**src/rtl/hazard_pkg.sv**
```systemverilog
// Shared types and constants for the pipeline hazard sequencer.
package hazard_pkg;

  typedef enum logic {RUN = 1'b0, MC_BUSY = 1'b1} state_t;

  localparam logic [4:0] REG_X0 = 5'd0;

  // One-hot hazard reasons; higher bit means higher priority.
  typedef enum logic [3:0] {
    HZ_NONE    = 4'b0000,
    HZ_LOADUSE = 4'b0001,
    HZ_BRANCH  = 4'b0010,
    HZ_MC      = 4'b0100,
    HZ_MEMWAIT = 4'b1000
  } reason_t;

  function automatic reason_t resolve_reason(input logic memwait, input logic mc,
                                             input logic branch, input logic loaduse);
    if (memwait)      return HZ_MEMWAIT;
    else if (mc)      return HZ_MC;
    else if (branch)  return HZ_BRANCH;
    else if (loaduse) return HZ_LOADUSE;
    else              return HZ_NONE;
  endfunction

endpackage

```
**src/rtl/hazard_ctrl_if.sv**
```systemverilog
// Pipeline-side hazard inputs and the stall/flush controls returned to the pipeline.
interface hazard_ctrl_if #(parameter int CNT_W = 32);

  logic [4:0]       ID_rs0;
  logic [4:0]       ID_rs1;
  logic             ID_use_rs0;
  logic             ID_use_rs1;
  logic [4:0]       EX_rd;
  logic             EX_memread;
  logic             EX_branch_taken;
  logic             EX_mc_start;
  logic             dmem_req;
  logic             dmem_ready;
  logic             pc_stall;
  logic             IFID_stall;
  logic             IDEX_stall;
  logic             EXMEM_stall;
  logic             IFID_flush;
  logic             IDEX_flush;
  logic             EXMEM_flush;
  logic             MEMWB_bubble;
  logic             mc_done;
  logic [CNT_W-1:0] stall_cnt;

  modport master (
    output ID_rs0, ID_rs1, ID_use_rs0, ID_use_rs1, EX_rd, EX_memread,
           EX_branch_taken, EX_mc_start, dmem_req, dmem_ready,
    input  pc_stall, IFID_stall, IDEX_stall, EXMEM_stall, IFID_flush,
           IDEX_flush, EXMEM_flush, MEMWB_bubble, mc_done, stall_cnt
  );

  modport slave (
    input  ID_rs0, ID_rs1, ID_use_rs0, ID_use_rs1, EX_rd, EX_memread,
           EX_branch_taken, EX_mc_start, dmem_req, dmem_ready,
    output pc_stall, IFID_stall, IDEX_stall, EXMEM_stall, IFID_flush,
           IDEX_flush, EXMEM_flush, MEMWB_bubble, mc_done, stall_cnt
  );

endinterface

```
**src/rtl/hazard_mc_timer.sv**
```systemverilog
// Multi-cycle EX occupancy timer: stalls the front end until the op's final EX cycle.
module hazard_mc_timer
  import hazard_pkg::*;
#(
  parameter int MC_CYCLES = 4
) (
  input  logic clk,
  input  logic rst_n,
  input  logic start,
  input  logic freeze,
  output logic busy_stall,
  output logic done
);

  localparam int  MCW      = $clog2(MC_CYCLES) + 1;
  localparam bit  MULTI    = (MC_CYCLES > 1);
  localparam int  CNT_LOAD = MULTI ? MC_CYCLES - 2 : 0;

  state_t         state_reg, state_next;
  logic [MCW-1:0] mc_cnt_reg, mc_cnt_next;

  always_ff @(posedge clk or negedge rst_n) begin
    if (!rst_n) begin
      state_reg  <= RUN;
      mc_cnt_reg <= '0;
    end else begin
      state_reg  <= state_next;
      mc_cnt_reg <= mc_cnt_next;
    end
  end

  always_comb begin
    state_next  = state_reg;
    mc_cnt_next = mc_cnt_reg;
    if (!freeze) begin
      case (state_reg)
        RUN: begin
          if (start && MULTI) begin
            state_next  = MC_BUSY;
            mc_cnt_next = MCW'(CNT_LOAD);
          end
        end
        MC_BUSY: begin
          if (mc_cnt_reg != '0) mc_cnt_next = mc_cnt_reg - 1'b1;
          else                  state_next  = RUN;
        end
        default: state_next = RUN;
      endcase
    end
  end

  // The release cycle ignores start so a still-held start level cannot retrigger.
  always_comb begin
    busy_stall = 1'b0;
    done       = 1'b0;
    case (state_reg)
      RUN: begin
        busy_stall = start && MULTI;
        done       = start && !MULTI;
      end
      MC_BUSY: begin
        busy_stall = (mc_cnt_reg != '0);
        done       = (mc_cnt_reg == '0);
      end
      default: ;
    endcase
  end

endmodule

```
**src/rtl/hazard_ctrl.sv**
```systemverilog
// Pipeline hazard sequencer: priority-resolves memory wait, multi-cycle EX, branch
// redirect and load-use into per-register stall/flush controls; counts stall cycles.
module hazard_ctrl
  import hazard_pkg::*;
#(
  parameter int MC_CYCLES = 4,
  parameter int CNT_W     = 32
) (
  input  logic         clk,
  input  logic         rst_n,
  hazard_ctrl_if.slave hz
);

  logic [4:0]       src_reg [2];
  logic             src_use [2];
  logic [1:0]       src_hit;
  logic             memwait, loaduse, busy_stall, timer_done;
  reason_t          reason;
  logic [CNT_W-1:0] stall_cnt_reg;

  assign src_reg[0] = hz.ID_rs0;
  assign src_reg[1] = hz.ID_rs1;
  assign src_use[0] = hz.ID_use_rs0;
  assign src_use[1] = hz.ID_use_rs1;

  genvar gi;
  generate
    for (gi = 0; gi < 2; gi++) begin : g_src
      assign src_hit[gi] = src_use[gi] && (src_reg[gi] == hz.EX_rd);
    end
  endgenerate

  assign memwait = hz.dmem_req && !hz.dmem_ready;
  assign loaduse = hz.EX_memread && (hz.EX_rd != REG_X0) && (|src_hit);

  hazard_mc_timer #(.MC_CYCLES(MC_CYCLES)) u_mc_timer (
    .clk        (clk),
    .rst_n      (rst_n),
    .start      (hz.EX_mc_start),
    .freeze     (memwait),
    .busy_stall (busy_stall),
    .done       (timer_done)
  );

  always_comb begin
    reason          = resolve_reason(memwait, busy_stall, hz.EX_branch_taken, loaduse);
    hz.pc_stall     = 1'b0;
    hz.IFID_stall   = 1'b0;
    hz.IDEX_stall   = 1'b0;
    hz.EXMEM_stall  = 1'b0;
    hz.IFID_flush   = 1'b0;
    hz.IDEX_flush   = 1'b0;
    hz.EXMEM_flush  = 1'b0;
    hz.MEMWB_bubble = 1'b0;
    // A frozen EX cannot retire the multi-cycle result.
    hz.mc_done      = timer_done && (reason != HZ_MEMWAIT);
    case (reason)
      HZ_MEMWAIT: begin
        hz.pc_stall     = 1'b1;
        hz.IFID_stall   = 1'b1;
        hz.IDEX_stall   = 1'b1;
        hz.EXMEM_stall  = 1'b1;
        hz.MEMWB_bubble = 1'b1;
      end
      HZ_MC: begin
        hz.pc_stall    = 1'b1;
        hz.IFID_stall  = 1'b1;
        hz.IDEX_stall  = 1'b1;
        hz.EXMEM_flush = 1'b1;
      end
      HZ_BRANCH: begin
        hz.IFID_flush = 1'b1;
        hz.IDEX_flush = 1'b1;
      end
      HZ_LOADUSE: begin
        hz.pc_stall   = 1'b1;
        hz.IFID_stall = 1'b1;
        hz.IDEX_flush = 1'b1;
      end
      default: ;
    endcase
  end

  always_ff @(posedge clk or negedge rst_n) begin
    if (!rst_n)
      stall_cnt_reg <= '0;
    else if (hz.pc_stall && (stall_cnt_reg != {CNT_W{1'b1}}))
      stall_cnt_reg <= stall_cnt_reg + 1'b1;
  end

  assign hz.stall_cnt = stall_cnt_reg;

endmodule

```
**src/flat_wrapper.sv**
```systemverilog
// flat-port wrapper written by rule: the top's interface ports become plain ports
module hazard_ctrl_flat import hazard_pkg::*;
#(
  parameter int MC_CYCLES = 4,
  parameter int CNT_W     = 32
)
  (clk, rst_n, hz_ID_rs0, hz_ID_rs1, hz_ID_use_rs0, hz_ID_use_rs1, hz_EX_rd, hz_EX_memread, hz_EX_branch_taken, hz_EX_mc_start, hz_dmem_req, hz_dmem_ready, hz_pc_stall, hz_IFID_stall, hz_IDEX_stall, hz_EXMEM_stall, hz_IFID_flush, hz_IDEX_flush, hz_EXMEM_flush, hz_MEMWB_bubble, hz_mc_done, hz_stall_cnt);
  hazard_ctrl_if #(.CNT_W(CNT_W)) hz_i ();
  input  logic clk;
  input  logic rst_n;
  input wire logic [$bits(hz_i.ID_rs0)-1:0] hz_ID_rs0;
  input wire logic [$bits(hz_i.ID_rs1)-1:0] hz_ID_rs1;
  input wire logic [$bits(hz_i.ID_use_rs0)-1:0] hz_ID_use_rs0;
  input wire logic [$bits(hz_i.ID_use_rs1)-1:0] hz_ID_use_rs1;
  input wire logic [$bits(hz_i.EX_rd)-1:0] hz_EX_rd;
  input wire logic [$bits(hz_i.EX_memread)-1:0] hz_EX_memread;
  input wire logic [$bits(hz_i.EX_branch_taken)-1:0] hz_EX_branch_taken;
  input wire logic [$bits(hz_i.EX_mc_start)-1:0] hz_EX_mc_start;
  input wire logic [$bits(hz_i.dmem_req)-1:0] hz_dmem_req;
  input wire logic [$bits(hz_i.dmem_ready)-1:0] hz_dmem_ready;
  output wire logic [$bits(hz_i.pc_stall)-1:0] hz_pc_stall;
  output wire logic [$bits(hz_i.IFID_stall)-1:0] hz_IFID_stall;
  output wire logic [$bits(hz_i.IDEX_stall)-1:0] hz_IDEX_stall;
  output wire logic [$bits(hz_i.EXMEM_stall)-1:0] hz_EXMEM_stall;
  output wire logic [$bits(hz_i.IFID_flush)-1:0] hz_IFID_flush;
  output wire logic [$bits(hz_i.IDEX_flush)-1:0] hz_IDEX_flush;
  output wire logic [$bits(hz_i.EXMEM_flush)-1:0] hz_EXMEM_flush;
  output wire logic [$bits(hz_i.MEMWB_bubble)-1:0] hz_MEMWB_bubble;
  output wire logic [$bits(hz_i.mc_done)-1:0] hz_mc_done;
  output wire logic [$bits(hz_i.stall_cnt)-1:0] hz_stall_cnt;
  assign hz_i.ID_rs0 = hz_ID_rs0;
  assign hz_i.ID_rs1 = hz_ID_rs1;
  assign hz_i.ID_use_rs0 = hz_ID_use_rs0;
  assign hz_i.ID_use_rs1 = hz_ID_use_rs1;
  assign hz_i.EX_rd = hz_EX_rd;
  assign hz_i.EX_memread = hz_EX_memread;
  assign hz_i.EX_branch_taken = hz_EX_branch_taken;
  assign hz_i.EX_mc_start = hz_EX_mc_start;
  assign hz_i.dmem_req = hz_dmem_req;
  assign hz_i.dmem_ready = hz_dmem_ready;
  assign hz_pc_stall = hz_i.pc_stall;
  assign hz_IFID_stall = hz_i.IFID_stall;
  assign hz_IDEX_stall = hz_i.IDEX_stall;
  assign hz_EXMEM_stall = hz_i.EXMEM_stall;
  assign hz_IFID_flush = hz_i.IFID_flush;
  assign hz_IDEX_flush = hz_i.IDEX_flush;
  assign hz_EXMEM_flush = hz_i.EXMEM_flush;
  assign hz_MEMWB_bubble = hz_i.MEMWB_bubble;
  assign hz_mc_done = hz_i.mc_done;
  assign hz_stall_cnt = hz_i.stall_cnt;
  hazard_ctrl #(.MC_CYCLES(MC_CYCLES), .CNT_W(CNT_W)) u_core (.clk(clk), .rst_n(rst_n), .hz(hz_i));
endmodule
```
**config.mk**
```make
export PLATFORM = sky130hd
export DESIGN_NAME = hazard_ctrl_flat
export DESIGN_NICKNAME = d
export VERILOG_FILES = /design/src/rtl/hazard_pkg.sv /design/src/rtl/hazard_ctrl_if.sv /design/src/rtl/hazard_mc_timer.sv /design/src/rtl/hazard_ctrl.sv /design/src/flat_wrapper.sv
export SDC_FILE = /design/constraint.sdc
export NUM_CORES = 1
export LEC_CHECK = 0
export ABC_AREA = 1
export BUFFER_PORTS_ARGS = -buffer_cell sky130_fd_sc_hd__buf_4
export CORE_MARGIN = 2
export CORE_UTILIZATION = 36
export CTS_CLUSTER_DIAMETER = 80
export DETAILED_ROUTE_END_ITERATION = 12
export HOLD_SLACK_MARGIN = 0.06
export PLACE_DENSITY = 0.57
export SLEW_MARGIN = 40
export SYNTH_ARGS = -nofsm -noshare
export SYNTH_HDL_FRONTEND = slang
export SYNTH_SLANG_ARGS = --single-unit
```
**constraint.sdc**
```tcl
create_clock -name clk -period 3.8 [get_ports clk]
set_input_delay 0.19 -clock clk [delete_from_list [all_inputs] [get_ports clk]]
set_output_delay 0.19 -clock clk [all_outputs]
set_load 0.1 [all_outputs]
```
==> reports/metrics.sh <==
FINAL_AREA_SQ_UM=3300
FINALWORSTPATHREQUIREDPERIOD_NS=2.58
YS_SEQ_AREA_SHARE_PCT=33.9
SETUP_VIOLATORS_FINAL=0
POWER-PER-CELL-AREA_nW_PER_UM2=478
CTS.REPORTEDPATHS.CLKPINSLEW_NS=0.07
DIODES=0
WORST_SLEW_PIN_SLEW_NS=0.570
GRT_ANTENNA_BEFORE_REPAIR=0
CORE-AREA_SQ_UM=7210
FINALNETCOUNT=516
YS_WARN_COUNT=0
TRITONCTS='built'
AREA_GROWTH_PCT=24.3
SYNTHESIS.AREA_SQ_UM=2660
FIRST_DRT_ITERATION_DRCS=142
GPL.FINAL_WEIGHTED_CONGESTION=0.938
SKEW_PAIR_LATE_INSERTION_DELAY_NS=0.29
FINAL_ANTENNA_NET_COUNT=0
YOSYS_REGISTER_BITS=36
FINALWIRELENGTH_MM=7.41
FILLERS=771
AVGSYNTHCELLAREA_SQ_UM=6.22
CTS_INSERTED_BUFFERS=5
BUFFER_PORTS.INSERTED=64
SYNTH_CELLS=427
CLOCK_POWER_SHARE_PCT=18.2
CTS.HTREE.LEVELS=2
GR-USAGE-ALL-LAYERS_PCT=18.6
POSTSYNTHNETCOUNT=454
GRT_SETUP_UNREPAIRED='false'
MAX-VDD-IR-DROP_uV=410
PLACE_AREA_SQ_UM=3200
CTSROOTBUFFERMASTER='sky130_fd_sc_hd__clkbuf_8'
TIMING.FMAX_GHz=0.387
HPWL_AFTER_DETAILED_PLACEMENT_MM=5.66
CLOCK_SINK_COUNT=36
TIMING.RR.START='u_core.u_mc_timer.mc_cnt_reg[0]'
TIMING.HOLD.WORST_PATH_DEPTH=4
INITIAL_STANDARD_CELL_UTILIZATION_OF_THE_CORE_PCT=36.8
DRCVIOLATIONCOUNT=0
MAX_SLEW_MARGIN_PCT=61.9
COUNT_OF_FINAL_HOLD_CHECK_VIOLATIONS=0
DESIGN.DIE.AREA_SQ_UM=8080
SLEW_VIOLATIONS=0
SHARE_SEQ_OF_TOTAL_POWER_PCT=31.3
VIA_COUNT=2772
FIRST_PASS_ITERS=5
FINAL_MIN_PERIOD_OVER_CLOCK_PERIOD_PCT=67.9
REG2REGPATHDEPTH=11
CRITICAL_PATH.MAX_FANOUT=21
CRIT_TYPE='reg2out'
PIN_COUNT_OF_THE_BIGGEST_NET_ENTERING_GLOBAL_ROUTING=37
FIRST_GLOBAL_VIAS=2585
FLOORPLAN.IO_PINS=65
MIN-DELAY-START='hz_dmem_ready'
DIE_HEIGHT_UM=89.9
SYNTHDISTINCTLIBCELLS=25
P_INT_uW=760
CRITPATHCAPTURETYPE='output pin'
VIA_PER_INST=4.71
MIN-DELAY-PATH-CLASS='in2reg'
LARGEST_REGISTER_FFS=32
POWER.SWITCHING_uW=818
POST_CTS_BUFFERS=0
ROW_COUNT=31
POWER_FRAC_COMB_PCT=50.5
WORST_SETUP_PATH_STARTPOINT='u_core.u_mc_timer.mc_cnt_reg[0]'
SUM_OF_NEGATIVE_SETUP_SLACK_NS=0
FINAL_LAYOUT_SIZE_SUFFIX_GT1_SHARE_PCT=17.3
CAP_VIOLATIONS=0
WL_PER_CELL_UM=12.6
MAX-CLOCK-PATH-BUFFERS=2
POWER.SWITCHING_FRACTION_PCT=51.8
ARRIVAL_TIME_REPORTED_FOR_THE_CRITICAL_PATH_ENDPOINT_NS=2.39
START_KIND='register'
RUN_STATUS='complete, no violations'
DIEWIDTH_UM=89.9
FINAL.SETUP_SKEW_NS=0.00737
GRT_REMAINING_OVERFLOW=0
CRIT_REQUIRED_NS=3.61
GRT_FIRST_PASS_WIRELENGTH_MM=12.3
P_LEAK_uW=0.00170
[layout by cell type (no fill, tap or decap)]
cell	synthesis	final
sky130_fd_sc_hd__nand3_2	1	1
sky130_fd_sc_hd__o21ai_0	1	1
sky130_fd_sc_hd__nor2_1	63	63
sky130_fd_sc_hd__inv_2	4	4
sky130_fd_sc_hd__clkbuf_8	0	6
sky130_fd_sc_hd__nand3_1	40	40
sky130_fd_sc_hd__nand4_1	4	4
sky130_fd_sc_hd__dfrtp_1	36	36
sky130_fd_sc_hd__nor3_1	2	2
sky130_fd_sc_hd__nor3_2	1	1
sky130_fd_sc_hd__nor2_2	2	2
sky130_fd_sc_hd__ha_1	3	3
sky130_fd_sc_hd__nand3b_1	11	11
sky130_fd_sc_hd__xor2_1	10	10
sky130_fd_sc_hd__dlygate4sd3_1	0	1
sky130_fd_sc_hd__inv_1	29	29
sky130_fd_sc_hd__buf_4	6	66
sky130_fd_sc_hd__clkbuf_1	0	2
sky130_fd_sc_hd__a22oi_1	1	1
sky130_fd_sc_hd__nor2_4	1	1
sky130_fd_sc_hd__o21ai_1	1	1
sky130_fd_sc_hd__o21ai_2	1	1
sky130_fd_sc_hd__nand2_2	3	3
sky130_fd_sc_hd__xnor2_1	6	6
sky130_fd_sc_hd__o22ai_1	1	1
sky130_fd_sc_hd__a21oi_1	1	1
sky130_fd_sc_hd__nand2_1	193	193
[power by group through the flow]
| stage | clock (uW) | sequential [uW] | combinational, uW |
|---|---|---|---|
| global placement | 0 | 499 | 797 |
| finish | 288 | 493 | 797 |
| CTS | 297 | 492 | 804 |
| global route | 312 | 501 | 847 |
| floorplan | 0 | 713 | 421 |
| detailed placement | 0 | 498 | 800 |
[cell type report]
class / instances / area, sq um / share of cell area [%]
clock buffers: 8 / 90.1 / 2.73
inverters: 33 / 124 / 3.75
multi-input cells: 346 / 1560 / 47.2
flip-flops and latches: 36 / 901 / 27.3
well taps: 99 / 124 / 3.75
repair buffers: 67 / 505 / 15.3
[synth_stat cells]
master | n | share of area, %
sky130_fd_sc_hd__a21oi_1 | 1 | 0.19
sky130_fd_sc_hd__a22oi_1 | 1 | 0.28
sky130_fd_sc_hd__buf_2 | 6 | 1.1
sky130_fd_sc_hd__buf_4 | 6 | 1.7
sky130_fd_sc_hd__dfrtp_1 | 36 | 34
sky130_fd_sc_hd__ha_1 | 3 | 1.4
sky130_fd_sc_hd__inv_1 | 29 | 4.1
sky130_fd_sc_hd__inv_2 | 4 | 0.57
sky130_fd_sc_hd__nand2_1 | 193 | 27
sky130_fd_sc_hd__nand2_2 | 3 | 0.71
sky130_fd_sc_hd__nand3_1 | 40 | 7.5
sky130_fd_sc_hd__nand3_2 | 1 | 0.38
sky130_fd_sc_hd__nand3b_1 | 11 | 3.1
sky130_fd_sc_hd__nand4_1 | 4 | 0.94
sky130_fd_sc_hd__nor2_1 | 63 | 8.9
sky130_fd_sc_hd__nor2_2 | 2 | 0.47
sky130_fd_sc_hd__nor2_4 | 1 | 0.42
sky130_fd_sc_hd__nor3_1 | 2 | 0.38
sky130_fd_sc_hd__nor3_2 | 1 | 0.38
sky130_fd_sc_hd__o21ai_0 | 1 | 0.19
sky130_fd_sc_hd__o21ai_1 | 1 | 0.19
sky130_fd_sc_hd__o21ai_2 | 1 | 0.33
sky130_fd_sc_hd__o22ai_1 | 1 | 0.24
sky130_fd_sc_hd__xnor2_1 | 6 | 2.0
sky130_fd_sc_hd__xor2_1 | 10 | 3.3
[timing repair]
action | 4_1_cts | 5_1_grt
resized for setup | 0 | 0
hold buffers | 1 | 0
endpoints found under the hold margin | 36 | 0
[layer usage]
| metal | vias to the layer above | GRT usage, % | share of wire (%) |
|---|---|---|---|
| met4 | 0 | 6.41 | 1.7 |
| met2 | 79 | 31.9 | 48 |
| met1 | 1238 | 23.1 | 45 |
| met3 | 9 | 4.02 | 5.6 |
| li1 | 1446 | - | - |
| met5 | - | 0 | 0 |
[final timing paths]
kind,endpoint,slack (ns)
min in group asynchronous,u_core.hz.stall_cnt[4],0.40
setup / recovery,hz_IFID_stall,1.22
max in group asynchronous,u_core.hz.stall_cnt[16],3.08
hold reg to reg,u_core.hz.stall_cnt[31],0.54
hold / removal,u_core.u_mc_timer.state_reg,0.22
setup reg to reg,u_core.hz.stall_cnt[0],1.51
[cells by family after synthesis]
kind of cell	count (synthesis)	synth area share, %
xor+xnor	16	5.28
flops	36	33.9
fa+ha+maj	3	1.41
simple gates	321	50.5
compound gates	6	1.41
buf+inv	45	7.49
[critical path, stage by stage (launching register included)]
cell	delay [ns]
sky130_fd_sc_hd__dfrtp_1	0.36
sky130_fd_sc_hd__inv_1	0.10
sky130_fd_sc_hd__ha_1	0.16
sky130_fd_sc_hd__nand3_1	0.09
sky130_fd_sc_hd__o21ai_1	0.13
sky130_fd_sc_hd__o21ai_2	0.12
sky130_fd_sc_hd__nor2_1	0.11
sky130_fd_sc_hd__nand2_1	0.08
sky130_fd_sc_hd__nand2_2	0.33
sky130_fd_sc_hd__buf_4	0.29
sky130_fd_sc_hd__buf_4	0.32
[metrics by stage]
stage | std cells | hold WS [ns] | power (uW) | utilization, % | setup WS [ns]
floorplan | 427 | -0.106 | 1130 | - | 0.200
global placement | 580 | 0.180 | 1300 | 44.4 | 1.57
detailed placement | 580 | 0.188 | 1300 | 44.4 | 1.48
CTS | 589 | 0.217 | 1590 | 45.8 | 1.19
global route | 589 | 0.237 | 1660 | 45.8 | 1.04
finish | 589 | 0.223 | 1580 | 45.8 | 1.22
(Power assumes the default switching activity.)
